--- src/rtl/uart_ram_arb_if.sv ---
// ============================================================================
// Module  : uart_ram_arb_if
// Purpose : One master-side port of the RAM arbiter. It carries the request
//           and the response of a single master.
// Ports   : req    - access request (held until gnt)
//           we     - byte write enables, 4'b0000 = read
//           addr   - access address
//           wdata  - write data
//           lock   - keep ownership after this access
//           gnt    - access accepted this cycle
//           rvalid - read data valid (one cycle after a read grant)
//           rdata  - read data
// Modports: master (requester side), slave (arbiter side)
// Rev     : 1.0 - initial release
// ============================================================================
`default_nettype none

interface uart_ram_arb_if #(
  parameter int DATA_WIDTH = 32,
  parameter int ADDR_WIDTH = 32
);
  logic                  req;
  logic [3:0]            we;
  logic [ADDR_WIDTH-1:0] addr;
  logic [DATA_WIDTH-1:0] wdata;
  logic                  lock;
  logic                  gnt;
  logic                  rvalid;
  logic [DATA_WIDTH-1:0] rdata;

  modport master (
    output req, we, addr, wdata, lock,
    input  gnt, rvalid, rdata
  );

  modport slave (
    input  req, we, addr, wdata, lock,
    output gnt, rvalid, rdata
  );
endinterface

`default_nettype wire

--- src/rtl/uart_ram_arb.sv ---
// ============================================================================
// Module  : uart_ram_arb
// Purpose : Two-master arbiter in front of a single-port RAM. m0 is the AXI
//           bridge side and m1 is the debug engine. Ties go round-robin.
//           A master may lock ownership across accesses. A lock held for
//           LOCK_MAX cycles is broken and flagged on lock_err.
// Ports   : aclk      - clock, rising edge
//           aresetn   - asynchronous active-low reset
//           m0, m1    - master ports (uart_ram_arb_if.slave)
//           ram_ren   - slave read enable
//           ram_raddr - slave read address
//           ram_wen   - slave byte write enables
//           ram_waddr - slave write address
//           ram_wdata - slave write data
//           ram_rdata - slave read data, one cycle after ram_ren
//           lock_err  - sticky: a lock was forcibly broken
// Rev     : 1.0 - initial release
// ============================================================================
`default_nettype none

module uart_ram_arb #(
  parameter int DATA_WIDTH = 32,
  parameter int ADDR_WIDTH = 32,
  parameter int LOCK_MAX   = 16
) (
  input  wire logic                  aclk,
  input  wire logic                  aresetn,
  uart_ram_arb_if.slave              m0,
  uart_ram_arb_if.slave              m1,
  output logic                       ram_ren,
  output logic [ADDR_WIDTH-1:0]      ram_raddr,
  output logic [3:0]                 ram_wen,
  output logic [ADDR_WIDTH-1:0]      ram_waddr,
  output logic [DATA_WIDTH-1:0]      ram_wdata,
  input  wire logic [DATA_WIDTH-1:0] ram_rdata,
  output logic                       lock_err
);

  // LOCK_MAX never exceeds 255, so an 8-bit counter is always enough.
  localparam int             c_CNT_W     = 8;
  localparam [c_CNT_W-1:0]   c_LOCK_LAST = c_CNT_W'(LOCK_MAX - 1);

  typedef enum logic [1:0] {
    ST_IDLE = 2'd0,
    ST_OWN0 = 2'd1,
    ST_OWN1 = 2'd2
  } state_t;

  state_t               state_q,    state_d;
  logic                 prio_q,     prio_d;     // 1: m1 wins the next tie
  logic [c_CNT_W-1:0]   lock_cnt_q, lock_cnt_d;
  logic                 lock_err_q, lock_err_d;
  logic                 rvalid0_q,  rvalid0_d;
  logic                 rvalid1_q,  rvalid1_d;

  logic                  w_gnt0;
  logic                  w_gnt1;
  logic                  w_any_gnt;
  logic                  w_sel_lock;
  logic [3:0]            w_sel_we;
  logic [ADDR_WIDTH-1:0] w_sel_addr;
  logic [DATA_WIDTH-1:0] w_sel_wdata;

  // --------------------------------------------------------------------------
  // State register
  // --------------------------------------------------------------------------
  always_ff @(posedge aclk or negedge aresetn) begin
    if (!aresetn) begin
      state_q    <= ST_IDLE;
      prio_q     <= 1'b0;
      lock_cnt_q <= '0;
      lock_err_q <= 1'b0;
      rvalid0_q  <= 1'b0;
      rvalid1_q  <= 1'b0;
    end else begin
      state_q    <= state_d;
      prio_q     <= prio_d;
      lock_cnt_q <= lock_cnt_d;
      lock_err_q <= lock_err_d;
      rvalid0_q  <= rvalid0_d;
      rvalid1_q  <= rvalid1_d;
    end
  end

  // --------------------------------------------------------------------------
  // Grant decision and next-state logic
  // --------------------------------------------------------------------------
  always_comb begin
    w_gnt0     = 1'b0;
    w_gnt1     = 1'b0;
    state_d    = state_q;
    prio_d     = prio_q;
    lock_cnt_d = lock_cnt_q;
    lock_err_d = lock_err_q;

    // Grants are gated by reset so that every output reads 0 while the
    // reset is active, even if masters are already requesting.
    if (aresetn) begin
      case (state_q)
        ST_IDLE: begin
          if (m0.req && m1.req) begin
            w_gnt0 = ~prio_q;
            w_gnt1 = prio_q;
          end else begin
            w_gnt0 = m0.req;
            w_gnt1 = m1.req;
          end
        end
        ST_OWN0: w_gnt0 = m0.req;
        ST_OWN1: w_gnt1 = m1.req;
        default: begin
          w_gnt0 = 1'b0;
          w_gnt1 = 1'b0;
        end
      endcase
    end

    w_any_gnt  = w_gnt0 | w_gnt1;
    w_sel_lock = w_gnt1 ? m1.lock : m0.lock;

    // The master just served loses the next tie.
    if (w_any_gnt) begin
      prio_d = w_gnt0;
    end

    case (state_q)
      ST_IDLE: begin
        if (w_any_gnt && w_sel_lock) begin
          state_d    = w_gnt1 ? ST_OWN1 : ST_OWN0;
          lock_cnt_d = '0;
        end
      end
      ST_OWN0, ST_OWN1: begin
        // In an owned state only the owner can be granted.
        // A voluntary release in the final cycle counts as a normal release.
        if (w_any_gnt && !w_sel_lock) begin
          state_d = ST_IDLE;
        end else if (lock_cnt_q == c_LOCK_LAST) begin
          state_d    = ST_IDLE;
          lock_err_d = 1'b1;
          prio_d     = (state_q == ST_OWN0);
        end else begin
          lock_cnt_d = lock_cnt_q + 1'b1;
        end
      end
      default: begin
        state_d = ST_IDLE;
      end
    endcase
  end

  // --------------------------------------------------------------------------
  // Slave-side datapath: the granted master drives the RAM in the grant cycle
  // --------------------------------------------------------------------------
  always_comb begin
    w_sel_we    = w_gnt1 ? m1.we    : m0.we;
    w_sel_addr  = w_gnt1 ? m1.addr  : m0.addr;
    w_sel_wdata = w_gnt1 ? m1.wdata : m0.wdata;

    ram_ren   = 1'b0;
    ram_raddr = '0;
    ram_wen   = 4'b0000;
    ram_waddr = '0;
    ram_wdata = '0;

    if (w_any_gnt) begin
      if (w_sel_we == 4'b0000) begin
        ram_ren   = 1'b1;
        ram_raddr = w_sel_addr;
      end else begin
        ram_wen   = w_sel_we;
        ram_waddr = w_sel_addr;
        ram_wdata = w_sel_wdata;
      end
    end

    // Read data returns exactly one cycle later. The return goes to the
    // master that issued the read.
    rvalid0_d = w_gnt0 && (m0.we == 4'b0000);
    rvalid1_d = w_gnt1 && (m1.we == 4'b0000);
  end

  assign m0.gnt    = w_gnt0;
  assign m1.gnt    = w_gnt1;
  assign m0.rvalid = rvalid0_q;
  assign m1.rvalid = rvalid1_q;
  assign m0.rdata  = rvalid0_q ? ram_rdata : '0;
  assign m1.rdata  = rvalid1_q ? ram_rdata : '0;
  assign lock_err  = lock_err_q;

endmodule

`default_nettype wire

--- src/flat_wrapper.sv ---
// flat-port wrapper written by rule: the top's interface ports become plain ports
module uart_ram_arb_flat 
#(
  parameter int DATA_WIDTH = 32,
  parameter int ADDR_WIDTH = 32,
  parameter int LOCK_MAX   = 16
)
  (aclk, aresetn, ram_ren, ram_raddr, ram_wen, ram_waddr, ram_wdata, ram_rdata, lock_err, m0_req, m0_we, m0_addr, m0_wdata, m0_lock, m0_gnt, m0_rvalid, m0_rdata, m1_req, m1_we, m1_addr, m1_wdata, m1_lock, m1_gnt, m1_rvalid, m1_rdata);
  uart_ram_arb_if #(.DATA_WIDTH(DATA_WIDTH), .ADDR_WIDTH(ADDR_WIDTH)) m0_i ();
  uart_ram_arb_if #(.DATA_WIDTH(DATA_WIDTH), .ADDR_WIDTH(ADDR_WIDTH)) m1_i ();
  input  wire logic aclk;
  input  wire logic aresetn;
  output logic ram_ren;
  output logic [ADDR_WIDTH-1:0] ram_raddr;
  output logic [3:0] ram_wen;
  output logic [ADDR_WIDTH-1:0] ram_waddr;
  output logic [DATA_WIDTH-1:0] ram_wdata;
  input  wire logic [DATA_WIDTH-1:0] ram_rdata;
  output logic lock_err;
  input wire logic [$bits(m0_i.req)-1:0] m0_req;
  input wire logic [$bits(m0_i.we)-1:0] m0_we;
  input wire logic [$bits(m0_i.addr)-1:0] m0_addr;
  input wire logic [$bits(m0_i.wdata)-1:0] m0_wdata;
  input wire logic [$bits(m0_i.lock)-1:0] m0_lock;
  output wire logic [$bits(m0_i.gnt)-1:0] m0_gnt;
  output wire logic [$bits(m0_i.rvalid)-1:0] m0_rvalid;
  output wire logic [$bits(m0_i.rdata)-1:0] m0_rdata;
  input wire logic [$bits(m1_i.req)-1:0] m1_req;
  input wire logic [$bits(m1_i.we)-1:0] m1_we;
  input wire logic [$bits(m1_i.addr)-1:0] m1_addr;
  input wire logic [$bits(m1_i.wdata)-1:0] m1_wdata;
  input wire logic [$bits(m1_i.lock)-1:0] m1_lock;
  output wire logic [$bits(m1_i.gnt)-1:0] m1_gnt;
  output wire logic [$bits(m1_i.rvalid)-1:0] m1_rvalid;
  output wire logic [$bits(m1_i.rdata)-1:0] m1_rdata;
  assign m0_i.req = m0_req;
  assign m0_i.we = m0_we;
  assign m0_i.addr = m0_addr;
  assign m0_i.wdata = m0_wdata;
  assign m0_i.lock = m0_lock;
  assign m0_gnt = m0_i.gnt;
  assign m0_rvalid = m0_i.rvalid;
  assign m0_rdata = m0_i.rdata;
  assign m1_i.req = m1_req;
  assign m1_i.we = m1_we;
  assign m1_i.addr = m1_addr;
  assign m1_i.wdata = m1_wdata;
  assign m1_i.lock = m1_lock;
  assign m1_gnt = m1_i.gnt;
  assign m1_rvalid = m1_i.rvalid;
  assign m1_rdata = m1_i.rdata;
  uart_ram_arb #(.DATA_WIDTH(DATA_WIDTH), .ADDR_WIDTH(ADDR_WIDTH), .LOCK_MAX(LOCK_MAX)) u_core (.aclk(aclk), .aresetn(aresetn), .m0(m0_i), .m1(m1_i), .ram_ren(ram_ren), .ram_raddr(ram_raddr), .ram_wen(ram_wen), .ram_waddr(ram_waddr), .ram_wdata(ram_wdata), .ram_rdata(ram_rdata), .lock_err(lock_err));
endmodule
--- config.mk ---
export PLATFORM = sky130hd
export DESIGN_NAME = uart_ram_arb_flat
export DESIGN_NICKNAME = d
export VERILOG_FILES = /design/src/rtl/uart_ram_arb_if.sv /design/src/rtl/uart_ram_arb.sv /design/src/flat_wrapper.sv
export SDC_FILE = /design/constraint.sdc
export NUM_CORES = 1
export LEC_CHECK = 0
export ABC_AREA = 1
export BUFFER_PORTS_ARGS = -buffer_cell sky130_fd_sc_hd__buf_2
export CAP_MARGIN = 20
export CORE_AREA = 2 2 133 135
export CTS_BUF_LIST = sky130_fd_sc_hd__clkbuf_8 sky130_fd_sc_hd__clkbuf_16
export DETAILED_ROUTE_END_ITERATION = 10
export DIE_AREA = 0 0 135 137
export SLEW_MARGIN = 25
export SYNTH_ARGS = -nofsm -noshare
export SYNTH_HDL_FRONTEND = slang
export SYNTH_SLANG_ARGS = --single-unit
--- constraint.sdc ---
create_clock -name aclk -period 6.4 [get_ports aclk]
set_input_delay 1.28 -clock aclk [delete_from_list [all_inputs] [get_ports aclk]]
set_output_delay 1.28 -clock aclk [all_outputs]
set_load 0.01 [all_outputs]
==> metrics.cfg, run 1 <==
[logic_synthesis]
yosysUniqueCellTypes=23
postSynthAreaPerCell_um2=5.02
synthCells=571
syn-num-nets=750
ys_warn_count=0
syn-cell-area_mm2=0.00286
yosysSeqAreaShare_pct=12.2
synth_seq_cells=14

[layout]
fin_util_pct=28.2
multiInputGateArea_mm2=0.00189
areaGrowthSynthToFinish_pct=68.0
n_fill_cell=1947
register_area_um2=353
final_common_cell=buf_2
drive_gt1_share_pct=40.8
final_cell_mix=buf_2 (343), nand2_1 (213), inv_1 (120)
nets=1073

[floorplanning]
fp.dieArea_mm2=0.0185
ios=344
dieHeight_um=137
rows=48
design.core.area_mm2=0.0171
start_util_pct=16.8
die_width_um=135

[global_routing]
grt_max_degree=65
track_usage_pct=13.3
grt_pass1_wl_um=19500
grt_overflow_total=0
grt_pass1_vias=3766
grt_antenna_before_repair=3

[power]
power_density_mw_per_mm2=221
total_leakage_power_nw=3.90
power_mw=1.06
ir_worst_vdd_v=0.000116

[sta]
clock-skew-final_ns=0.000918
rsz0062_at_grt=false
period_minus_slack_ns=4.63
final-setup-viol-count=0
period_share_pct=72.3
finalHoldViolations=0
fmax_mhz=216
slew_headroom_pct=50.5
setup-tns-final_ns=0
tightest_slew_ns=0.743
worst_slack_ns=1.77
slew_viol_final=0

[clocking]
clock-sinks=14
cts_tree=built
clk_latency_ns=0.24
cts_setup_buffers=0
numCtsBuffers=3
cts_hold_buf=0
cts_resized=0
cts_root_buf=clkbuf_16
htree_levels=1
ctsLongestPathBuffers=2
path_clk_slew_ns=0.05

[placement]
place_hpwl_um=12000
gp_congestion=0.856
dp_slack_ns=1.68
port_buffers=343

[setup_path]
path_cells=buf_2 > nand2_1 > inv_1 > nand2_4 > o21ai_0 > nand2_1 > inv_2 > nand2_2 > nand2_4 > nor2_1 > buf_2
worstPathRequired_ns=5.12
cp_max_fo=64
critPathArrivalTime_ns=3.35
cp-start-kind=input port
crit_path_top_delay_cell=nand2_4
max_stage_delay_ns=0.48
end_kind=output port
cp_top_family=simple AND/OR/NAND/NOR gates
path_buf_inv=4
crit_type=in2out

[routing]
via_per_inst=3.92
first_pass_iters=4
num_vias=4382
wl_per_cell_um=12.5
drtIter0Drc=176
wirelength_um=14000
drtAntennaViolNets=0
drc=0

[min_path]
min_path_type=reg2reg

[flow_run]
max_cap_violations=0

[outcome]
status=complete, no violations

synth_stat cells:
master | number | area, um^2
a21oi_1 | 7 | 35.0
nand2_2 | 3 | 18.8
nand4_1 | 8 | 50.1
clkbuf_1 | 10 | 37.5
nor2_1 | 112 | 420
buf_6 | 4 | 45.0
nor3_1 | 4 | 20.0
o21ai_2 | 1 | 8.76
nand3_4 | 1 | 17.5
inv_2 | 3 | 11.3
dfrtp_1 | 14 | 350
ha_1 | 5 | 62.6
inv_1 | 120 | 450
nand2_1 | 213 | 800
nand3_1 | 8 | 40.0
nand3_2 | 2 | 20.0
buf_2 | 6 | 30.0
buf_4 | 7 | 52.6
nand2_4 | 2 | 22.5
o21ai_0 | 7 | 35.0
nor2_4 | 1 | 11.3
mux2i_1 | 32 | 320
o21ai_1 | 1 | 5.00
where the power goes:
group	leakage [nW]	switching [mW]	internal, mW
registers	0.180	0.0173	0.107
clock network	0.0442	0.0346	0.0945
logic	3.68	0.527	0.282
worst reg2reg max path, stage by stage, from the launching register on:
cell and delay, ns:
dfrtp_1 0.37, inv_1 0.09, ha_1 0.25, nand2_1 0.09
inv_2 0.04, nand2_1 0.05, nand2_1 0.10, nand2_4 0.28
buf_4 0.66, nand2_1 0.27, nand2_1 0.15, nand3_2 0.19
nand3_2 0.24, nand2_1 0.08, nand2_1 0.06
stage by stage:
stage | hold WS (ns) | instance area, um^2 | std cells
after floorplan | 0.464 | 2860 | 571
after global placement | 0.489 | 4720 | 1114
after detailed placement | 0.482 | 4720 | 1114
after CTS | 0.500 | 4810 | 1118
after global routing | 0.547 | 4810 | 1118
final | 0.486 | 4810 | 1119
sequential cells by signal, indices dropped and copies added (netlist names):
| register | flops |
|---|---|
| u_core.m1.rvalid | 1 |
| u_core.m0.rvalid | 1 |
| u_core.prio_q | 1 |
| u_core.lock_err | 1 |
| u_core.lock_cnt_q | 8 |
| u_core.state_q | 2 |
logic make-up (layout without fill, tap and decap cells):
family          count (synthesis)  after routing  synth area share [%]
flops                          14             14                  12.2
fa+ha+maj                       5              5                  2.18
simple gates                  354            354                  49.6
mux                            32             32                  11.2
buf+inv                       150            472                  21.9
other cells                     0              1                     0
compound gates                 16             16                  2.93
metal layers:
| layer | GRT usage, % | wire length [um] |
|---|---|---|
| met1 | 15.3 | 5280 |
| met2 | 25.4 | 7120 |
| met3 | 3.93 | 1530 |
| met4 | 0.868 | 37 |
| met5 | 0 | 22 |
path summary, 6_finish.rpt:
| kind | from | to | slack [ns] | cells past startpoint |
|---|---|---|---|---|
| worst max-delay path | aresetn | ram_wdata[17] | 1.77 | 11 |
| worst min-delay path | u_core.lock_err$_DFFE_PN0P_ | u_core.lock_err$_DFFE_PN0P_ | 0.49 | 2 |
| worst max register to register | u_core.state_q[0]$_DFFE_PN0P_ | u_core.lock_cnt_q[4]$_DFFE_PN0P_ | 3.42 | 14 |
| worst min register to register | u_core.lock_err$_DFFE_PN0P_ | u_core.lock_err$_DFFE_PN0P_ | 0.49 | 2 |
| max in group asynchronous | aresetn | u_core.m1.rvalid$_DFF_PN0_ | 5.18 | 1 |
| min in group asynchronous | aresetn | u_core.lock_cnt_q[3]$_DFFE_PN0P_ | 0.94 | 1 |
cell type report:
type / count / share of cell area, %
flip-flops and latches: 14 / 7.33
multi-input cells: 407 / 39.3
clock buffers: 4 / 1.85
inverters: 123 / 9.60
well taps: 225 / 5.85
diodes: 1 / 0.0520
repair buffers: 345 / 36.0
(Power assumes the default switching activity.)
==> run 2, diff against run 1 <==
CORE_AREA = 2 2 134 136   (was 2 2 133 135)
DIE_AREA = 0 0 136 138   (was 0 0 135 137)
clock period = 4.52 ns   (was 6.4 ns; I/O delays follow)
==> run 2 against run 1 <==
  * Cell area rose by 0.42%
  * Count of clock-buffer cells in the layout down 1
  * Clock skew up 0.0013 ns
  * Combinational power increased by 45%
  * Routed wire length down 2.3%
  * Highest routed layer is now met4
  * Sequential power up 42%
==> metrics.cfg, run 2 (synthesis results as in run 1) <==
[outcome]
status=complete, no violations

[placement]
gp_congestion=0.921
port_buffers=343
place_hpwl_um=11400
dp.cells=1120

[power]
power.share.clock_pct=11.1
p_seq_share_pct=11.6
total_leakage_power_nw=3.91
p_comb_share_pct=77.3
power_density_mw_per_mm2=313
ir_worst_vdd_v=0.000152
intPower_uw=681
power_mw=1.51
p_sw_share_pct=55.0
p_switching_uw=833

[global_routing]
grt_pass1_wl_um=20100
track_usage_pct=13.3
grt_pass1_vias=4063
grt_max_degree=48
grt_antenna_before_repair=1
grt_overflow_total=0

[setup_path]
cp_max_fo=47
path_buf_inv=4
cp_top_family=buffers and inverters
cp_common_cell=nand2_1
critPathArrivalTime_ns=2.86
crit_path_top_delay_cell=buf_4
path_cells=inv_1 > ha_1 > nand2_1 > inv_2 > nand2_1 > nand2_1 > nand2_4 > buf_4 > mux2i_1 > nor2_1 > buf_2
worstPathRequired_ns=3.62
cp-start-kind=flip-flop
r2r_cells=12
crit_cells=11
max_stage_delay_ns=0.61
end_kind=output port
crit_type=reg2out

[clocking]
clock-sinks=14
htree_levels=1
cts_setup_buffers=0
cts_hold_buf=0
ctsLongestPathBuffers=2
cts_tree=built
clk_latency_ns=0.24
cts_root_buf=clkbuf_16
cts_resized=0
numCtsBuffers=3
path_clk_slew_ns=0.05

[sta]
slew_headroom_pct=53.6
rsz0062_at_grt=false
hold_ws_ns=0.494
clock-skew-final_ns=0.00224
fmax_mhz=265
period_minus_slack_ns=3.77
final-setup-viol-count=0
finalHoldViolations=0
setup-tns-final_ns=0
tightest_slew_ns=0.695
slew_viol_final=0
period_share_pct=83.4

[floorplanning]
design.core.area_mm2=0.0175
die_width_um=136
fp.dieArea_mm2=0.0188
dieHeight_um=138
rows=49
start_util_pct=16.3
ios=344

[layout]
nets=1075
final_cell_mix=buf_2 (343), nand2_1 (213), inv_1 (121)
final_common_cell=buf_2
largest_register_ffs=8
regMostFlops=u_core.lock_cnt_q
n_fill_cell=2036
num_antenna_cells=0
drive_gt1_share_pct=40.8
layout_top_registers=u_core.lock_cnt_q x8, u_core.state_q x2
layout.cells.non_filler=1124
areaGrowthSynthToFinish_pct=68.7

[routing]
drtAntennaViolNets=0
drc=0
wirelength_um=13700
wl_per_cell_um=12.2
num_vias=4429
via_per_inst=3.94
drtIter0Drc=250
first_pass_iters=4

[min_path]
min_path_type=reg2reg
min_delay_path_depth=2

[flow_run]
max_cap_violations=0

[run 2: worst paths after layout]
check	from	to	slack, ns
setup / recovery	u_core.state_q[0]$_DFFE_PN0P_	ram_raddr[4]	0.75
hold / removal	u_core.lock_err$_DFFE_PN0P_	u_core.lock_err$_DFFE_PN0P_	0.49
setup reg to reg	u_core.state_q[0]$_DFFE_PN0P_	u_core.prio_q$_DFF_PN0_	2.17
hold reg to reg	u_core.lock_err$_DFFE_PN0P_	u_core.lock_err$_DFFE_PN0P_	0.49
max in group asynchronous	aresetn	u_core.m0.rvalid$_DFF_PN0_	3.67
min in group asynchronous	aresetn	u_core.lock_cnt_q[3]$_DFFE_PN0P_	0.65
[run 2: power groups by stage]
stage,Sequential [mW],Clock (mW),Combinational [mW]
floorplan,0.169,0,0.775
global placement,0.176,0,1.17
detailed placement,0.178,0,1.18
CTS,0.176,0.170,1.18
global route,0.180,0.178,1.31
finish,0.176,0.167,1.17
[run 2: routing by layer]
metal / up-vias / track usage (%) / wire, um
met5: - / 0 / 0
met4: 0 / 2.63 / 254
met3: 19 / 2.46 / 1340
met2: 242 / 25.9 / 6710
met1: 1867 / 14.7 / 5360
li1: 2301 / - / -
[run 2: worst register-to-register path: stages, from the launching register on]
cell	delay [ns]
dfrtp_1	0.39
inv_1	0.10
ha_1	0.25
nand2_1	0.09
inv_2	0.04
nand2_1	0.05
nand2_1	0.09
nand2_4	0.29
buf_4	0.61
a21oi_1	0.16
nand2_1	0.09
o21ai_0	0.08
inv_1	0.05
[run 2: through the flow]
step / instance area, um^2 / utilization [%] / setup slack, ns
floorplan: 2860 / - / 1.61
global placement: 4750 / 27.1 / 0.785
detailed placement: 4750 / 27.1 / 0.771
CTS: 4830 / 27.5 / 0.716
global route: 4830 / 27.6 / 0.455
finish: 4830 / 27.6 / 0.752
[run 2: cell type report]
class,instances,area [um^2],area share [%]
flip-flops and latches,14,353,7.30
well taps,229,287,5.93
inverters,123,462,9.56
multi-input cells,407,1890,39.2
clock buffers,3,75.1,1.55
repair buffers,347,1760,36.4
clock inverters,1,3.75,0.0777
